**config.mk**
```make
export PLATFORM = sky130hd
export DESIGN_NAME = alu_wb
export DESIGN_NICKNAME = d
export VERILOG_FILES = /design/src/rtl/alu_wb.sv
export SDC_FILE = /design/constraint.sdc
export NUM_CORES = 1
export LEC_CHECK = 0
export CAP_MARGIN = 20
export CORE_MARGIN = 1.5
export CORE_UTILIZATION = 50
export CTS_CLUSTER_DIAMETER = 200
export DETAILED_ROUTE_END_ITERATION = 6
export GPL_TIMING_DRIVEN = 0
export PLACE_DENSITY_LB_ADDON = 0.05
export SLEW_MARGIN = 20
export SYNTH_ARGS = -nofsm -noshare
export SYNTH_HDL_FRONTEND = slang
export SYNTH_SLANG_ARGS = --single-unit
```
**constraint.sdc**
```tcl
create_clock -name clk -period 22.4 [get_ports clk]
set_input_delay 5.6 -clock clk [delete_from_list [all_inputs] [get_ports clk]]
set_output_delay 5.6 -clock clk [all_outputs]
set_load 0.005 [all_outputs]
```
**src/rtl/alu_wb.sv**
```systemverilog
// -----------------------------------------------------------------------------
// alu_wb -- ALU write-back stage.
//
// Captures ALU results into a small FIFO and retires them into the register
// file through a single write port. Two-destination operations (128-bit and
// swap-style ops) take two register-file writes: the low result first, then
// the high result. The architectural carry flag updates when an entry retires.
//
// Ports
//   clk, rst_n     : clock (rising edge) and asynchronous active-low reset
//   alu_rdy        : ALU result valid this cycle; pushes one entry
//   alu_result     : low/primary result, written to dst_lo
//   alu_ex_result  : high/secondary result, written to dst_hi when two_dst
//   alu_cout       : carry out, copied to carry_flag on retire when flag_we
//   dst_lo, dst_hi : destination register addresses
//   two_dst        : entry needs both writes
//   flag_we        : entry updates the carry flag
//   rf_ack         : register file accepted the current write
//   rf_we          : register-file write request
//   rf_waddr       : write address (zero when idle)
//   rf_wdata       : write data (zero when idle)
//   carry_flag     : architectural carry flag
//   stall          : buffer full; upstream must not issue
//   wb_done        : one-cycle pulse after an entry fully retires
//   ovf            : sticky; a push was dropped because the buffer was full
// -----------------------------------------------------------------------------
module alu_wb #(
    parameter int LEN_DATA = 64,
    parameter int ADDR_W   = 5,
    parameter int DEPTH    = 2
) (
    input  logic                clk,
    input  logic                rst_n,
    input  logic                alu_rdy,
    input  logic [LEN_DATA-1:0] alu_result,
    input  logic [LEN_DATA-1:0] alu_ex_result,
    input  logic                alu_cout,
    input  logic [ADDR_W-1:0]   dst_lo,
    input  logic [ADDR_W-1:0]   dst_hi,
    input  logic                two_dst,
    input  logic                flag_we,
    input  logic                rf_ack,
    output logic                rf_we,
    output logic [ADDR_W-1:0]   rf_waddr,
    output logic [LEN_DATA-1:0] rf_wdata,
    output logic                carry_flag,
    output logic                stall,
    output logic                wb_done,
    output logic                ovf
);

    localparam int PTR_W = (DEPTH > 1) ? $clog2(DEPTH) : 1;
    localparam int CNT_W = $clog2(DEPTH + 1);

    localparam logic [PTR_W-1:0] PTR_LAST = PTR_W'(DEPTH - 1);
    localparam logic [CNT_W-1:0] CNT_FULL = CNT_W'(DEPTH);
    localparam logic [CNT_W-1:0] CNT_ONE  = CNT_W'(1);

    localparam logic [1:0] IDLE  = 2'd0;
    localparam logic [1:0] WR_LO = 2'd1;
    localparam logic [1:0] WR_HI = 2'd2;

    typedef struct packed {
        logic [LEN_DATA-1:0] lo;
        logic [LEN_DATA-1:0] hi;
        logic                cout;
        logic [ADDR_W-1:0]   dst_lo;
        logic [ADDR_W-1:0]   dst_hi;
        logic                two_dst;
        logic                flag_we;
    } entry_t;

    entry_t           entries [DEPTH];
    entry_t           head_e;
    logic [PTR_W-1:0] head;
    logic [PTR_W-1:0] tail;
    logic [CNT_W-1:0] count;
    logic [1:0]       state;
    logic [1:0]       next_state;
    logic             push_ok;
    logic             pop;

    assign head_e = entries[head];

    // Stall comes straight from the occupancy register, so upstream never
    // sees a combinational path from this cycle's inputs.
    assign stall = (count == CNT_FULL);

    // A push into a full buffer still succeeds when the head retires on the
    // same edge, because that frees the slot the tail is about to reuse.
    assign push_ok = alu_rdy && (!stall || pop);

    // NOTE: every output of a combinational block gets a default before the
    // case statement; a path that leaves one unassigned would infer a latch.
    always_comb begin
        next_state = state;
        pop        = 1'b0;
        case (state)
            IDLE: begin
                if (count != '0) next_state = WR_LO;
            end
            WR_LO: begin
                if (rf_ack) begin
                    if (head_e.two_dst) begin
                        next_state = WR_HI;
                    end else begin
                        pop        = 1'b1;
                        next_state = IDLE;
                    end
                end
            end
            WR_HI: begin
                if (rf_ack) begin
                    pop        = 1'b1;
                    next_state = IDLE;
                end
            end
            default: next_state = IDLE;
        endcase
    end

    // The write port is decoded from registered state and the head entry,
    // which cannot change until the pop, so address and data hold steady
    // for as long as the register file withholds rf_ack.
    always_comb begin
        rf_we    = 1'b0;
        rf_waddr = '0;
        rf_wdata = '0;
        case (state)
            WR_LO: begin
                rf_we    = 1'b1;
                rf_waddr = head_e.dst_lo;
                rf_wdata = head_e.lo;
            end
            WR_HI: begin
                rf_we    = 1'b1;
                rf_waddr = head_e.dst_hi;
                rf_wdata = head_e.hi;
            end
            default: ;
        endcase
    end

    // NOTE: the entry storage has no reset. Occupancy and pointers are reset,
    // so stale contents are never read, and leaving the array unreset lets it
    // map onto plain flops or RAM without a reset tree.
    always_ff @(posedge clk) begin
        if (push_ok) begin
            entries[tail] <= '{lo:      alu_result,
                               hi:      alu_ex_result,
                               cout:    alu_cout,
                               dst_lo:  dst_lo,
                               dst_hi:  dst_hi,
                               two_dst: two_dst,
                               flag_we: flag_we};
        end
    end

    // NOTE: sequential state uses non-blocking assignments so every register
    // samples pre-edge values regardless of statement order.
    always_ff @(posedge clk or negedge rst_n) begin
        if (!rst_n) begin
            state      <= IDLE;
            head       <= '0;
            tail       <= '0;
            count      <= '0;
            carry_flag <= 1'b0;
            wb_done    <= 1'b0;
            ovf        <= 1'b0;
        end else begin
            state   <= next_state;
            wb_done <= pop;

            if (push_ok) tail <= (tail == PTR_LAST) ? '0 : tail + PTR_W'(1);
            if (pop)     head <= (head == PTR_LAST) ? '0 : head + PTR_W'(1);

            case ({push_ok, pop})
                2'b10:   count <= count + CNT_ONE;
                2'b01:   count <= count - CNT_ONE;
                default: ;
            endcase

            if (pop && head_e.flag_we) carry_flag <= head_e.cout;

            // Dropped push: buffer full and nothing leaving this cycle.
            if (alu_rdy && !push_ok) ovf <= 1'b1;
        end
    end

endmodule

```
Word level (Yosys, flattened, before mapping)
Memory sizes are Yosys's and may differ from the RTL's.
Cells that the tools add are included.
- bits in registers: 9
- latch bits: 0
- RAM bits: 282
- bits in read-only memories: 0
- input port bits: 145
- memories kept: 1
- memory list (memory ; depth ; bits a word ; rd ports ; clocked after Yosys merged registers in ; wr ports ; line ; RTL):
    entries ; 2 ; 141 ; 1 ; 0 ; 1 ; 73 ; entry_t entries [DEPTH];
- add/subtract/negate cells: 4
- multiply operators: 0
- divide/modulo/power cells: 0
- magnitude comparators: 0
- equality and inequality tests: 8
- shifts and indexed selects: 0
- mux-type cells: 17
- bitwise operators: 0
- reductions and logical operators: 11
- operator list (kind ; number):
    case mux 64 bit (2 select lines) ; 1
    case mux 5 bit (2 select lines) ; 1
    two-way mux 1 bit ; 8
    two-way mux 2 bit ; 4
    == test 2 bit, second input constant ; 3
    != test 2 bit, second input constant ; 3
    case mux 2 bit (3 select lines) ; 1
    == test 2 x 1 -> 1 bit, second input constant ; 2
    case mux 2 bit (2 select lines) ; 1
    nonzero test 2 bit ; 2
    logical AND 1 bit ; 3
    AND reduction 3 bit ; 1
    adder 1 bit, second input constant ; 2
    adder 2 x 1 -> 2 bit, second input constant ; 1
    zero test 1 bit ; 2
    zero test 2 bit ; 1
    case mux 1 bit (2 select lines) ; 1
    OR reduction 2 bit ; 1
    subtractor 2 x 1 -> 2 bit, second input constant ; 1
    logical OR 1 bit ; 1

Logic depth before layout (Yosys ltp)
An unclocked memory read counts as a cell.
- word-level depth: 8
- gate-level depth with buffers: 7
- depth with buffers taken out: 6

Worst setup path after synthesis
Ideal clock, no wire load.
- kind: in2reg
- start point: input port rf_ack
- end point: memory entries[0][0] in the netlist's numbering (enable)
- arrival time: 12100 ps
- data required time: 21756 ps
- setup slack: 9656 ps
- stages on the path: 4
- path through: nand2_1 > a211oi_4 > o21ai_1 > nor2_1
- cells in the longest elaborated chain, start to end: 6
- elaborated cells on any way between the ends: 7
- those cells by class: mux: 5; reduce/logical: 2
- RTL lines (item ; line ; RTL):
    start: declaration ; 42 ; input logic rf_ack,
    two-way mux 1 bit, on equally long branches ; 113, 103 ;
    case mux 1 bit (2 select lines) (*) ; 98 ; case (state)
    named net pop ; 81 ; logic pop;
    logical OR 1 bit (*) ; 91 ; assign push_ok = alu_rdy && (!stall || pop);
    logical AND 1 bit (*) ; 91 ;
    two-way mux 1 bit (*) ; 148 ; if (push_ok) begin
    two-way mux 1 bit (not written as such) (*) ; 149 ; entries[tail] <= '{lo: alu_result,
    end: declaration ; 73 ;
Mark *: on every way through the listed nets, which the timed path passes. The rest lies on a longest branch.

Worst setup path in the final report
- start point: register state[0]
- end point: output port rf_wdata[18]
- cells in the longest elaborated chain, start to end: 2
- elaborated cells on any way between the ends: 3
- those cells by class: eq/ne: 2; mux: 1
- RTL lines (item ; line ; RTL):
    start: declaration ; 78 ; logic [1:0] state;
    start signal: assignment ; 171 ; state <= next_state;
    == test 2 bit or == test 2 x 1 -> 1 bit (tied branches) ; 129 ; case (state)
    case mux 64 bit (2 select lines) (*) ; 129 ;
    end: declaration ; 45 ; output logic [LEN_DATA-1:0] rf_wdata,
Every way passes the cells marked *; elsewhere a longest branch is shown, timed or not.

==> out/summary.log <==
INFO  outcome        outcome=finished clean
INFO  pwr            p_leak=0.00546µW
INFO  worst_hold_path hold_path_class=flip-flop to flip-flop
INFO  drt            drt_iter0_markers=421
INFO  setup_path     cp_data_arrival_time=3.08ns
INFO  global_routing grt_util_all_layers=20.5%
INFO  setup_path     critPathLaunchType=flip-flop
INFO  cts            cts_root_buffer=sky130_fd_sc_hd__clkbuf_16
INFO  drt            wl_cell=18.9µm
INFO  floorplanning  core.rowCount=55
INFO  drt            antenna_left=0
INFO  synthesis      synth_cell_type_count=24
INFO  cts            cts.path.max_buffers=3
INFO  synthesis      synth_warn=0
INFO  final_layout   post_synthesis_to_final_layout_area_growth=32.7%
INFO  floorplanning  placeableCoreArea=22800µm²
INFO  pwr            pwr_density_cell=125nW/µm²
INFO  timing         period_needed=8.68ns
INFO  cts            cts_hold_buf=0
INFO  timing         setup_viols_final=0
INFO  final_layout   layout.cells.non_filler=1312
INFO  timing         max_slew_margin=61.2%
INFO  setup_path     timing.setup.critical_path_class=flip-flop to output pin
INFO  place          finalWeightedCongestion=0.774
INFO  cts            cts_setup_buffers=0
INFO  pwr            total_power=1940µW
INFO  place          port-buffer-count=218
INFO  run            max_cap_viol_count=0
INFO  floorplanning  die_height=156µm
INFO  timing         period_utilisation_layout=38.7%
INFO  cts            tritoncts_num_sinks=291
INFO  synthesis      syn-mean-instance-area=16.3µm²
INFO  timing         hold_violations=0
INFO  drt            totalWireLength=24900µm
INFO  global_routing maximum_number_of_pins_on_one_net_before_global_route_repair=27
INFO  drt            dr_total_vias=6675
INFO  synthesis      synthesis.instances=715
INFO  synthesis      yosysSeqAreaShare=74.5%
INFO  synthesis      syn-cell-area=11700µm²
INFO  global_routing grt_pass1_wl=38000µm
INFO  cts            post_cts.resized_instances=0
INFO  synthesis      synthesized_flop_and_latch_total=291
INFO  cts            htree_depth=1
INFO  timing         tightest_slew=0.581ns
INFO  timing         fin_worst_hold_slack=0.506ns
INFO  global_routing antenna_violations_before_repair=0
INFO  drt            drc=0
INFO  synthesis      syn-num-nets=864
INFO  cts            clkSlewWorstSetupHoldPaths=0.06ns
INFO  timing         slew_viol_final=0
INFO  floorplanning  die_width=156µm
INFO  timing         clock-skew-final=0.00915ns
INFO  final_layout   nets=1125
INFO  final_layout   fraction_of_final_layout_cells_sized_beyond_drive_strength_1=14.0%
INFO  global_routing grt_pass1_vias=7142
INFO  place          hpwl=16700µm
INFO  floorplanning  io_pins=219
INFO  timing         grt_setup_unrepaired=false
INFO  drt            vias_per_cell=5.09
INFO  setup_path     path_max_fanout=10
INFO  cts            total_clock_buffers_created_by_cts=29
INFO  timing         setup-tns-final=0ns
INFO  setup_path     required=16.80ns
INFO  cts            clock_insertion_delay_worst_skew=0.53ns
INFO  drt            drt_first_pass_iters=5
INFO  cts            cts_tree=yes
INFO  floorplanning  design.die.area=24200µm²
INFO  setup_path     worstSetupEndpointType=output pin
INFO  pwr            maximum_resistive_drop_on_vdd=65.9µV
INFO  timing         max_freq=115MHz
INFO  global_routing grt.overflow.total=0
INFO  floorplanning  initial_utilization=51.2%
INFO  place          place_inst=1258
[routing by layer]
| layer | track usage, % | vias up | wire length [µm] |
|---|---|---|---|
| met4 | 5.49 | 0 | 466 |
| met1 | 25.7 | 3266 | 10200 |
| li1 | - | 3183 | - |
| met3 | 4.25 | 37 | 1530 |
| met5 | 0 | - | 0 |
| met2 | 36.2 | 189 | 12700 |
[sequential cells by signal, indices dropped and copies added (netlist names)]
name,flops
entries,282
carry_flag,1
state,2
head,1
wb_done,1
ovf,1
count,2
tail,1
[worst max-delay path: stages (launching register included)]
cell and delay [ns]:
sky130_fd_sc_hd__dfrtp_1 0.37, sky130_fd_sc_hd__inv_1 0.10, sky130_fd_sc_hd__ha_1 0.59, sky130_fd_sc_hd__clkbuf_1 0.39
sky130_fd_sc_hd__clkbuf_1 0.38, sky130_fd_sc_hd__and2_1 0.22, sky130_fd_sc_hd__clkdlybuf4s50_1 0.51
[cell type report]
class	instances	area [µm²]
flip-flops and latches	291	8690
fillers	1558	7310
multi-input cells	379	2780
repair buffers	230	2470
clock buffers	33	741
well taps	313	392
clock inverters	20	190
plain buffers	38	179
inverters	7	26.3
diodes	1	2.50
[metrics by stage]
stage	setup WS, ns	instance area [µm²]	utilization (%)
floorplan	9.66	11700	-
global route	13.46	15500	67.9
global placement	5.91	14200	62.5
CTS	13.62	15500	67.9
finish	13.72	15500	67.9
detailed placement	13.90	14500	63.8
[worst paths after layout]
kind                            startpoint        endpoint  slack (ns)  depth (start not counted)
worst min-delay path                   ovf             ovf        0.51                          2
max in group asynchronous            rst_n        state[0]       16.73                          1
worst max-delay path              state[0]    rf_wdata[18]       13.72                          6
min in group asynchronous            rst_n             ovf        5.37                          1
worst min register to register         ovf             ovf        0.51                          2
worst max register to register    state[0]  entries[0][97]       18.77                         10
[cell usage after synthesis]
cell | instances | area [µm²]
sky130_fd_sc_hd__mux2_2 | 71 | 800
sky130_fd_sc_hd__a31oi_1 | 1 | 6.26
sky130_fd_sc_hd__edfxtp_1 | 282 | 8470
sky130_fd_sc_hd__a211oi_4 | 1 | 20.0
sky130_fd_sc_hd__o21ai_1 | 1 | 5.00
sky130_fd_sc_hd__buf_4 | 7 | 52.6
sky130_fd_sc_hd__ha_1 | 4 | 50.1
sky130_fd_sc_hd__nor2_1 | 5 | 18.8
sky130_fd_sc_hd__a21oi_1 | 1 | 5.00
sky130_fd_sc_hd__and2_1 | 70 | 438
sky130_fd_sc_hd__mux2i_1 | 72 | 721
sky130_fd_sc_hd__dfrtp_1 | 9 | 225
sky130_fd_sc_hd__o21ai_0 | 71 | 355
sky130_fd_sc_hd__inv_1 | 7 | 26.3
sky130_fd_sc_hd__buf_2 | 8 | 40.0
sky130_fd_sc_hd__o31ai_1 | 1 | 7.51
sky130_fd_sc_hd__buf_1 | 2 | 7.51
sky130_fd_sc_hd__xor2_1 | 1 | 8.76
sky130_fd_sc_hd__xnor2_1 | 2 | 17.5
sky130_fd_sc_hd__clkbuf_1 | 21 | 78.8
sky130_fd_sc_hd__a21o_1 | 1 | 7.51
sky130_fd_sc_hd__nand2b_1 | 1 | 6.26
sky130_fd_sc_hd__mux2_4 | 1 | 15.0
sky130_fd_sc_hd__nand2_1 | 75 | 282
[cell families after synthesis]
| kind of cell | after synthesis | synth area share [%] |
|---|---|---|
| AOI/OAI and AO/OA | 77 | 3.49 |
| xor gates and xnor gates | 3 | 0.225 |
| adders and majority gates | 4 | 0.429 |
| buffers and inverters | 45 | 1.76 |
| DFF | 291 | 74.5 |
| muxes | 144 | 13.2 |
| and+or+nand+nor | 151 | 6.38 |
[power by group]
group / switching (µW) / internal (µW) / total [µW] / leakage, µW
clock network: 190 / 281 / 471 / 0.000456
logic: 350 / 341 / 691 / 0.00229
registers: 29.6 / 744 / 773 / 0.00272
[layout by cell type, fill, tap and decap left out]
cell type | synthesis | layout
sky130_fd_sc_hd__nor2_1 | 5 | 3
sky130_fd_sc_hd__and2_1 | 70 | 70
sky130_fd_sc_hd__buf_1 | 2 | 2
sky130_fd_sc_hd__clkinv_1 | 0 | 11
sky130_fd_sc_hd__o21ai_0 | 71 | 71
sky130_fd_sc_hd__a21oi_1 | 1 | 1
sky130_fd_sc_hd__clkinv_4 | 0 | 1
sky130_fd_sc_hd__diode_2 | 0 | 1
sky130_fd_sc_hd__bufinv_16 | 0 | 4
sky130_fd_sc_hd__buf_12 | 0 | 6
sky130_fd_sc_hd__clkbuf_16 | 0 | 29
sky130_fd_sc_hd__mux2_4 | 1 | 1
sky130_fd_sc_hd__buf_16 | 0 | 6
sky130_fd_sc_hd__nand2_1 | 75 | 75
sky130_fd_sc_hd__nand2b_1 | 1 | 1
sky130_fd_sc_hd__o21ai_1 | 1 | 1
sky130_fd_sc_hd__edfxtp_1 | 282 | 282
sky130_fd_sc_hd__buf_4 | 7 | 7
sky130_fd_sc_hd__inv_1 | 7 | 7
sky130_fd_sc_hd__a31oi_1 | 1 | 1
sky130_fd_sc_hd__xor2_1 | 1 | 1
sky130_fd_sc_hd__clkbuf_1 | 21 | 25
sky130_fd_sc_hd__ha_1 | 4 | 4
sky130_fd_sc_hd__clkinv_2 | 0 | 4
sky130_fd_sc_hd__o31ai_1 | 1 | 1
sky130_fd_sc_hd__dfrtp_1 | 9 | 9
sky130_fd_sc_hd__a211oi_4 | 1 | 1
sky130_fd_sc_hd__xnor2_1 | 2 | 2
sky130_fd_sc_hd__clkdlybuf4s50_1 | 0 | 218
sky130_fd_sc_hd__mux2_2 | 71 | 71
sky130_fd_sc_hd__buf_2 | 8 | 8
sky130_fd_sc_hd__a21o_1 | 1 | 1
sky130_fd_sc_hd__nor2_4 | 0 | 2
sky130_fd_sc_hd__mux2i_1 | 72 | 72
Note: power is estimated with default switching activity, not from simulation.
